`src/rtl/alu_exec_stage_if.sv`:
```
// Operand/result bus for the execute stage.
//   master : decode side + downstream sink (drives operands and out_ready)
//   slave  : the execute stage itself
// Signals: in_valid/in_ready/OPCODE/in1/in2/set_cc (operation in),
//          out_valid/out_ready/out/OF_FLAG (result out), cc ({ZF,SF,OF}).
interface alu_exec_stage_if #(
   parameter int WIDTH = 64
);
   logic                    in_valid;
   logic                    in_ready;
   logic [1:0]              OPCODE;
   logic signed [WIDTH-1:0] in1;
   logic signed [WIDTH-1:0] in2;
   logic                    set_cc;
   logic                    out_valid;
   logic                    out_ready;
   logic signed [WIDTH-1:0] out;
   logic                    OF_FLAG;
   logic [2:0]              cc;

   modport master (
      output in_valid, OPCODE, in1, in2, set_cc, out_ready,
      input  in_ready, out_valid, out, OF_FLAG, cc
   );

   modport slave (
      input  in_valid, OPCODE, in1, in2, set_cc, out_ready,
      output in_ready, out_valid, out, OF_FLAG, cc
   );
endinterface

```
`src/rtl/alu_exec_stage.sv`:
```
// Registered execute stage around a signed two's-complement ALU.
// Accepts one operation per cycle over valid/ready, registers the result and
// its signed-overflow flag, and maintains the {ZF,SF,OF} condition codes.
// Ports:
//   clk  - rising-edge clock
//   rst  - asynchronous active-high reset
//   bus  - alu_exec_stage_if.slave (operands in, result out, cc)
module alu_exec_stage #(
   parameter int         WIDTH    = 64,
   parameter logic [2:0] CC_RESET = 3'b100
) (
   input  logic              clk,
   input  logic              rst,
   alu_exec_stage_if.slave   bus
);

   localparam logic [1:0] OP_ADD = 2'b00;
   localparam logic [1:0] OP_SUB = 2'b01;
   localparam logic [1:0] OP_AND = 2'b10;

   function automatic logic signed [WIDTH-1:0] alu_calc(
      input logic [1:0]              op,
      input logic signed [WIDTH-1:0] a,
      input logic signed [WIDTH-1:0] b
   );
      case (op)
         OP_ADD:  return a + b;
         OP_SUB:  return a - b;
         OP_AND:  return a & b;
         default: return a ^ b;
      endcase
   endfunction

   // Overflow is read from the operand and result sign bits only.
   function automatic logic alu_ovf(
      input logic [1:0]              op,
      input logic signed [WIDTH-1:0] a,
      input logic signed [WIDTH-1:0] b,
      input logic signed [WIDTH-1:0] r
   );
      case (op)
         OP_ADD:  return (a[WIDTH-1] == b[WIDTH-1]) && (r[WIDTH-1] != a[WIDTH-1]);
         OP_SUB:  return (a[WIDTH-1] != b[WIDTH-1]) && (r[WIDTH-1] != a[WIDTH-1]);
         default: return 1'b0;
      endcase
   endfunction

   logic signed [WIDTH-1:0] res_p0;
   logic                    ovf_p0;
   logic                    acc_p0;

   logic signed [WIDTH-1:0] out_p1;
   logic                    ovf_p1;
   logic                    vld_p1;
   logic [2:0]              cc_p1;

   // Stage 0: combinational ALU on the presented operands
   always_comb begin
      res_p0 = alu_calc(bus.OPCODE, bus.in1, bus.in2);
      ovf_p0 = alu_ovf(bus.OPCODE, bus.in1, bus.in2, res_p0);
   end

   // Ready depends only on the output register and out_ready, never on in_valid.
   assign bus.in_ready = !vld_p1 || bus.out_ready;
   assign acc_p0       = bus.in_valid && bus.in_ready;

   // Stage 1: result register and condition codes
   always_ff @(posedge clk or posedge rst) begin
      if (rst) begin
         vld_p1 <= 1'b0;
         out_p1 <= '0;
         ovf_p1 <= 1'b0;
         cc_p1  <= CC_RESET;
      end else begin
         if (acc_p0) begin
            vld_p1 <= 1'b1;
            out_p1 <= res_p0;
            ovf_p1 <= ovf_p0;
            if (bus.set_cc)
               cc_p1 <= {(res_p0 == '0), res_p0[WIDTH-1], ovf_p0};
         end else if (bus.out_ready) begin
            // Result consumed with nothing new behind it; data holds.
            vld_p1 <= 1'b0;
         end
      end
   end

   assign bus.out_valid = vld_p1;
   assign bus.out       = out_p1;
   assign bus.OF_FLAG   = ovf_p1;
   assign bus.cc        = cc_p1;

endmodule
```
`src/flat_wrapper.sv`:
```
// flat-port wrapper written by rule: the top's interface ports become plain ports
module alu_exec_stage_flat 
#(
   parameter int         WIDTH    = 64,
   parameter logic [2:0] CC_RESET = 3'b100
)
  (clk, rst, bus_in_valid, bus_OPCODE, bus_in1, bus_in2, bus_set_cc, bus_out_ready, bus_in_ready, bus_out_valid, bus_out, bus_OF_FLAG, bus_cc);
  alu_exec_stage_if #(.WIDTH(WIDTH)) bus_i ();
  input  logic clk;
  input  logic rst;
  input wire logic [$bits(bus_i.in_valid)-1:0] bus_in_valid;
  input wire logic [$bits(bus_i.OPCODE)-1:0] bus_OPCODE;
  input wire logic [$bits(bus_i.in1)-1:0] bus_in1;
  input wire logic [$bits(bus_i.in2)-1:0] bus_in2;
  input wire logic [$bits(bus_i.set_cc)-1:0] bus_set_cc;
  input wire logic [$bits(bus_i.out_ready)-1:0] bus_out_ready;
  output wire logic [$bits(bus_i.in_ready)-1:0] bus_in_ready;
  output wire logic [$bits(bus_i.out_valid)-1:0] bus_out_valid;
  output wire logic [$bits(bus_i.out)-1:0] bus_out;
  output wire logic [$bits(bus_i.OF_FLAG)-1:0] bus_OF_FLAG;
  output wire logic [$bits(bus_i.cc)-1:0] bus_cc;
  assign bus_i.in_valid = bus_in_valid;
  assign bus_i.OPCODE = bus_OPCODE;
  assign bus_i.in1 = bus_in1;
  assign bus_i.in2 = bus_in2;
  assign bus_i.set_cc = bus_set_cc;
  assign bus_i.out_ready = bus_out_ready;
  assign bus_in_ready = bus_i.in_ready;
  assign bus_out_valid = bus_i.out_valid;
  assign bus_out = bus_i.out;
  assign bus_OF_FLAG = bus_i.OF_FLAG;
  assign bus_cc = bus_i.cc;
  alu_exec_stage #(.WIDTH(WIDTH), .CC_RESET(CC_RESET)) u_core (.clk(clk), .rst(rst), .bus(bus_i));
endmodule
```
`config.mk`:
```
export PLATFORM = sky130hd
export DESIGN_NAME = alu_exec_stage_flat
export DESIGN_NICKNAME = d
export VERILOG_FILES = /design/src/rtl/alu_exec_stage_if.sv /design/src/rtl/alu_exec_stage.sv /design/src/flat_wrapper.sv
export SDC_FILE = /design/constraint.sdc
export NUM_CORES = 1
export LEC_CHECK = 0
export CAP_MARGIN = 20
export CORE_MARGIN = 8
export CORE_UTILIZATION = 49
export DETAILED_ROUTE_END_ITERATION = 8
export GPL_TIMING_DRIVEN = 0
export HOLD_SLACK_MARGIN = 0.05
export PLACE_DENSITY = 0.81
export SYNTH_ARGS = -nofsm -noshare
export SYNTH_HDL_FRONTEND = slang
export SYNTH_SLANG_ARGS = --single-unit
export TNS_END_PERCENT = 5
```
`constraint.sdc`:
```
create_clock -name clk -period 2.46 [get_ports clk]
set_input_delay 0.369 -clock clk [delete_from_list [all_inputs] [get_ports clk]]
set_output_delay 0.369 -clock clk [all_outputs]
set_load 0.02 [all_outputs]
```
==> run summary <==
CTS sink cnt - 69
Status - complete, but fails checks
Max Fclk - 0.197 GHz
Grt total ovfl - 0
Vias in the first global route - 12300
Unrepaired setup endpoints after global routing - yes
Initial core utilization - 50.0%
Area growth syn-to-layout - 46.2%
Sequential fraction of the synthesis area - 16.4%
H-Tree Depth - 3
P_int - 4.41 mW
Core Area - 21100 sq um
Fin cells - 1993
Failing checks - setup timing
Drc violations - 0
Initial DRC Count - 1492
Share of cells above drive strength 1 - 24.0%
Reg clk slew, reported paths - 0.06 ns
Antenna-violating nets left - 0
Multi-input logic area - 9760 sq um
Cell area after synthesis - 10600 sq um
Most common cell in the netlist - nand2_1
Finish-stage setup viols - 65
IO buf count - 203
Finished Core Util - 73.1%
Slew @ Worst Pin - 1.12 ns
Worst setup EP type - flip-flop
Register cell area after layout - 1730 sq um
Fin crit share - 207%
Initial antenna violation count - 0
Ys async rst share - 100%
Die area - 26500 sq um
EDFF count, synth - 0
Clock latency on the worst-skew pair - 0.34 ns
Hold Vio Cnt, Final - 0
Final max-slew violation count - 0
Routability cong. - 0.985
PwrDens - 526 nW/um^2
Top-area cell type share of the netlist area - 16.1%
Pwr Total - 8.11 mW
Vias per inst - 6.55
Std-Cell Rows - 53
Chip height - 163 um
# fillers - 1640
Gr usage total - 35.6%
Fin crit period - 5.09 ns
Worst hold slack - 0.483 ns
Drt pass-1 iters - 5
Placed instance count - 1918
Peak supply drop - 385 uV
Drt total wl - 50.1 mm
Critical setup path kind - primary input to flip-flop
First-pass GRT wire length - 73.1 mm
Post-Synth XOR/XNOR Area - 9.38%
Synth Area in Compound Gates - 24.4%
Commonest cells post-synth - nand2_1 (207), nor2_1 (142), a21oi_1 (134), ha_1 (128), o21ai_0 (119)
Synth area leaders - dfrtp_1 (16%), ha_1 (15%), nand2_1 (7.4%)
Post-synth net total - 1703
Flop pwr share - 19.7%
Final HPWL DP - 38.6 mm
TritonCTS clock tree - done
Final net count - 1977
Fin Clk Skew - 0.00938 ns
# diodes - 0
Crit path required time - 2.74 ns
Num CTS Buffers - 9
Vias - 13100
Path type of the worst min-delay path - flip-flop to flip-flop
Max-Cap Viols - 0
Main synth FF type - dfrtp_1
Largest net degree at the start of global routing - 70
Final WS setup - -2.63 ns
Top Ports - 205
Max transition margin - 25.3%
Ys Warns - 0
Setup TNS - -94.68 ns
Switching portion of total power - 45.7%
Clk pwr share - 17.0%
Register bit total from synthesis - 69
Synth Area per Inst - 7.33 sq um
Overall die width - 163 um
Combinational share of power - 63.3%
LEAKAGE - 6.54 nW
Mux share of post-synthesis cell area - 7.45%
Simple logic cell fraction of the synthesized area - 22.9%
WL/cell - 25.2 um
Yosys top cell by area - dfrtp_1
Synth Instances - 1439
Clock Tree Buf Depth - 2
Root Buffer - clkbuf_16
Reg2reg setup slack - -1.44 ns
NetSw - 3.70 mW
Main combinational cell family by area after synthesis - compound AO/OA/AOI/OAI gates
Arrival @ worst endpoint - 5.37 ns
Startpoint types - primary input
Worst-path fanout max - 4
Count of cell types in the netlist - 73
Post-Synth Adder-Cell Area - 15.4%
sequential cells by signal, summed over array words and instances, names as in the netlist:
signal / cells
u_core.bus.out: 64
u_core.bus.cc: 3
u_core.bus.OF_FLAG: 1
u_core.bus.out_valid: 1
layout make-up:
cell class                 instances  area share (%)
multi-input combinational       1264            63.3
inverter                          25           0.641
sequential                        69            11.2
clock buffer                      11            1.64
clock inverter                     5           0.422
buffer                            69            3.62
timing repair buffer             275            17.0
tap                              275            2.23
cell families after synthesis:
family / Yosys count
AO/OA/AOI/OAI: 418
XOR/XNOR: 113
adder cells (fa/ha/maj): 129
buffers and inverters: 106
flip-flops: 69
multiplexers: 74
AND/OR/NAND/NOR: 530
what timing repair did:
action,CTS,global route
hold endpoints to repair,0,0
hold buffers,0,0
buffers inserted,51,22
gates resized for setup,330,131
endpoints found under the setup margin,67,67
pin swaps,64,71
layout by cell type (no fill, tap or decap), drive strengths merged, types with 37 or more instances in the layout:
cell,count
o21ai,134
ha,128
clkdlybuf4s50,176
a21oi,137
dfrtp,68
xor2,37
clkbuf,56
buf,104
xnor2,76
nand2,207
mux2i,38
nor2,142
power groups by stage:
stage               combinational (mW)  clock (mW)  sequential [mW]
global route                      5.42        1.41             1.61
detailed placement                4.23           0             1.60
global placement                  4.17           0             1.60
floorplan                         2.24           0             1.84
finish                            5.13        1.38             1.60
CTS                               4.72        1.37             1.58
worst paths after layout:
check	endpoint	start	cells past startpoint
worst max-delay path	u_core.bus.cc[2]	bus_in2[4]	22
worst min-delay path	u_core.bus.out[57]	u_core.bus.out[57]	2
worst max register to register	u_core.bus.cc[2]	u_core.bus.out_valid	12
worst min register to register	u_core.bus.out[57]	u_core.bus.out[57]	2
max in group asynchronous	u_core.bus.out[35]	rst	2
min in group asynchronous	u_core.bus.out[9]	rst	2
worst max-delay path, cell delays in order:
cell and delay (ns):
buf_8 0.10, or3_4 0.39, or3_4 0.44, nor2_4 0.12, and3_4 0.26, nand2_4 0.10, o31ai_4 0.25, xor2_1 0.17
ha_1 0.29, a21oi_4 0.22, o21ai_4 0.09, a221oi_4 0.32, a21oi_2 0.11, a211oi_4 0.20, o41ai_4 0.14, buf_4 0.17
a2111o_1 0.40, and3_4 0.16, or4_4 0.52, nor4_4 0.13, and4_1 0.25, a32o_2 0.18
per-layer routing:
metal  part of all wire, %  wire length [um]  track usage [%]  vias to the layer above
li1                      -                 -                -                     5800
met1                    41             20600             47.1                     6229
met2                    44             21800             54.9                      855
met3                    11              5300             7.76                      170
met4                   4.8              2420             15.0                        0
met5                     0                 0                0                        -
metrics by stage:
stage | instance area (sq um) | worst slack [ns]
finish | 15400 | -2.63
global route | 15400 | -2.81
CTS | 14800 | -2.71
detailed placement | 13100 | -5.35
global placement | 13100 | -5.38
floorplan | 10700 | -2.35
No activity file was read; power rests on OpenSTA's default activity.
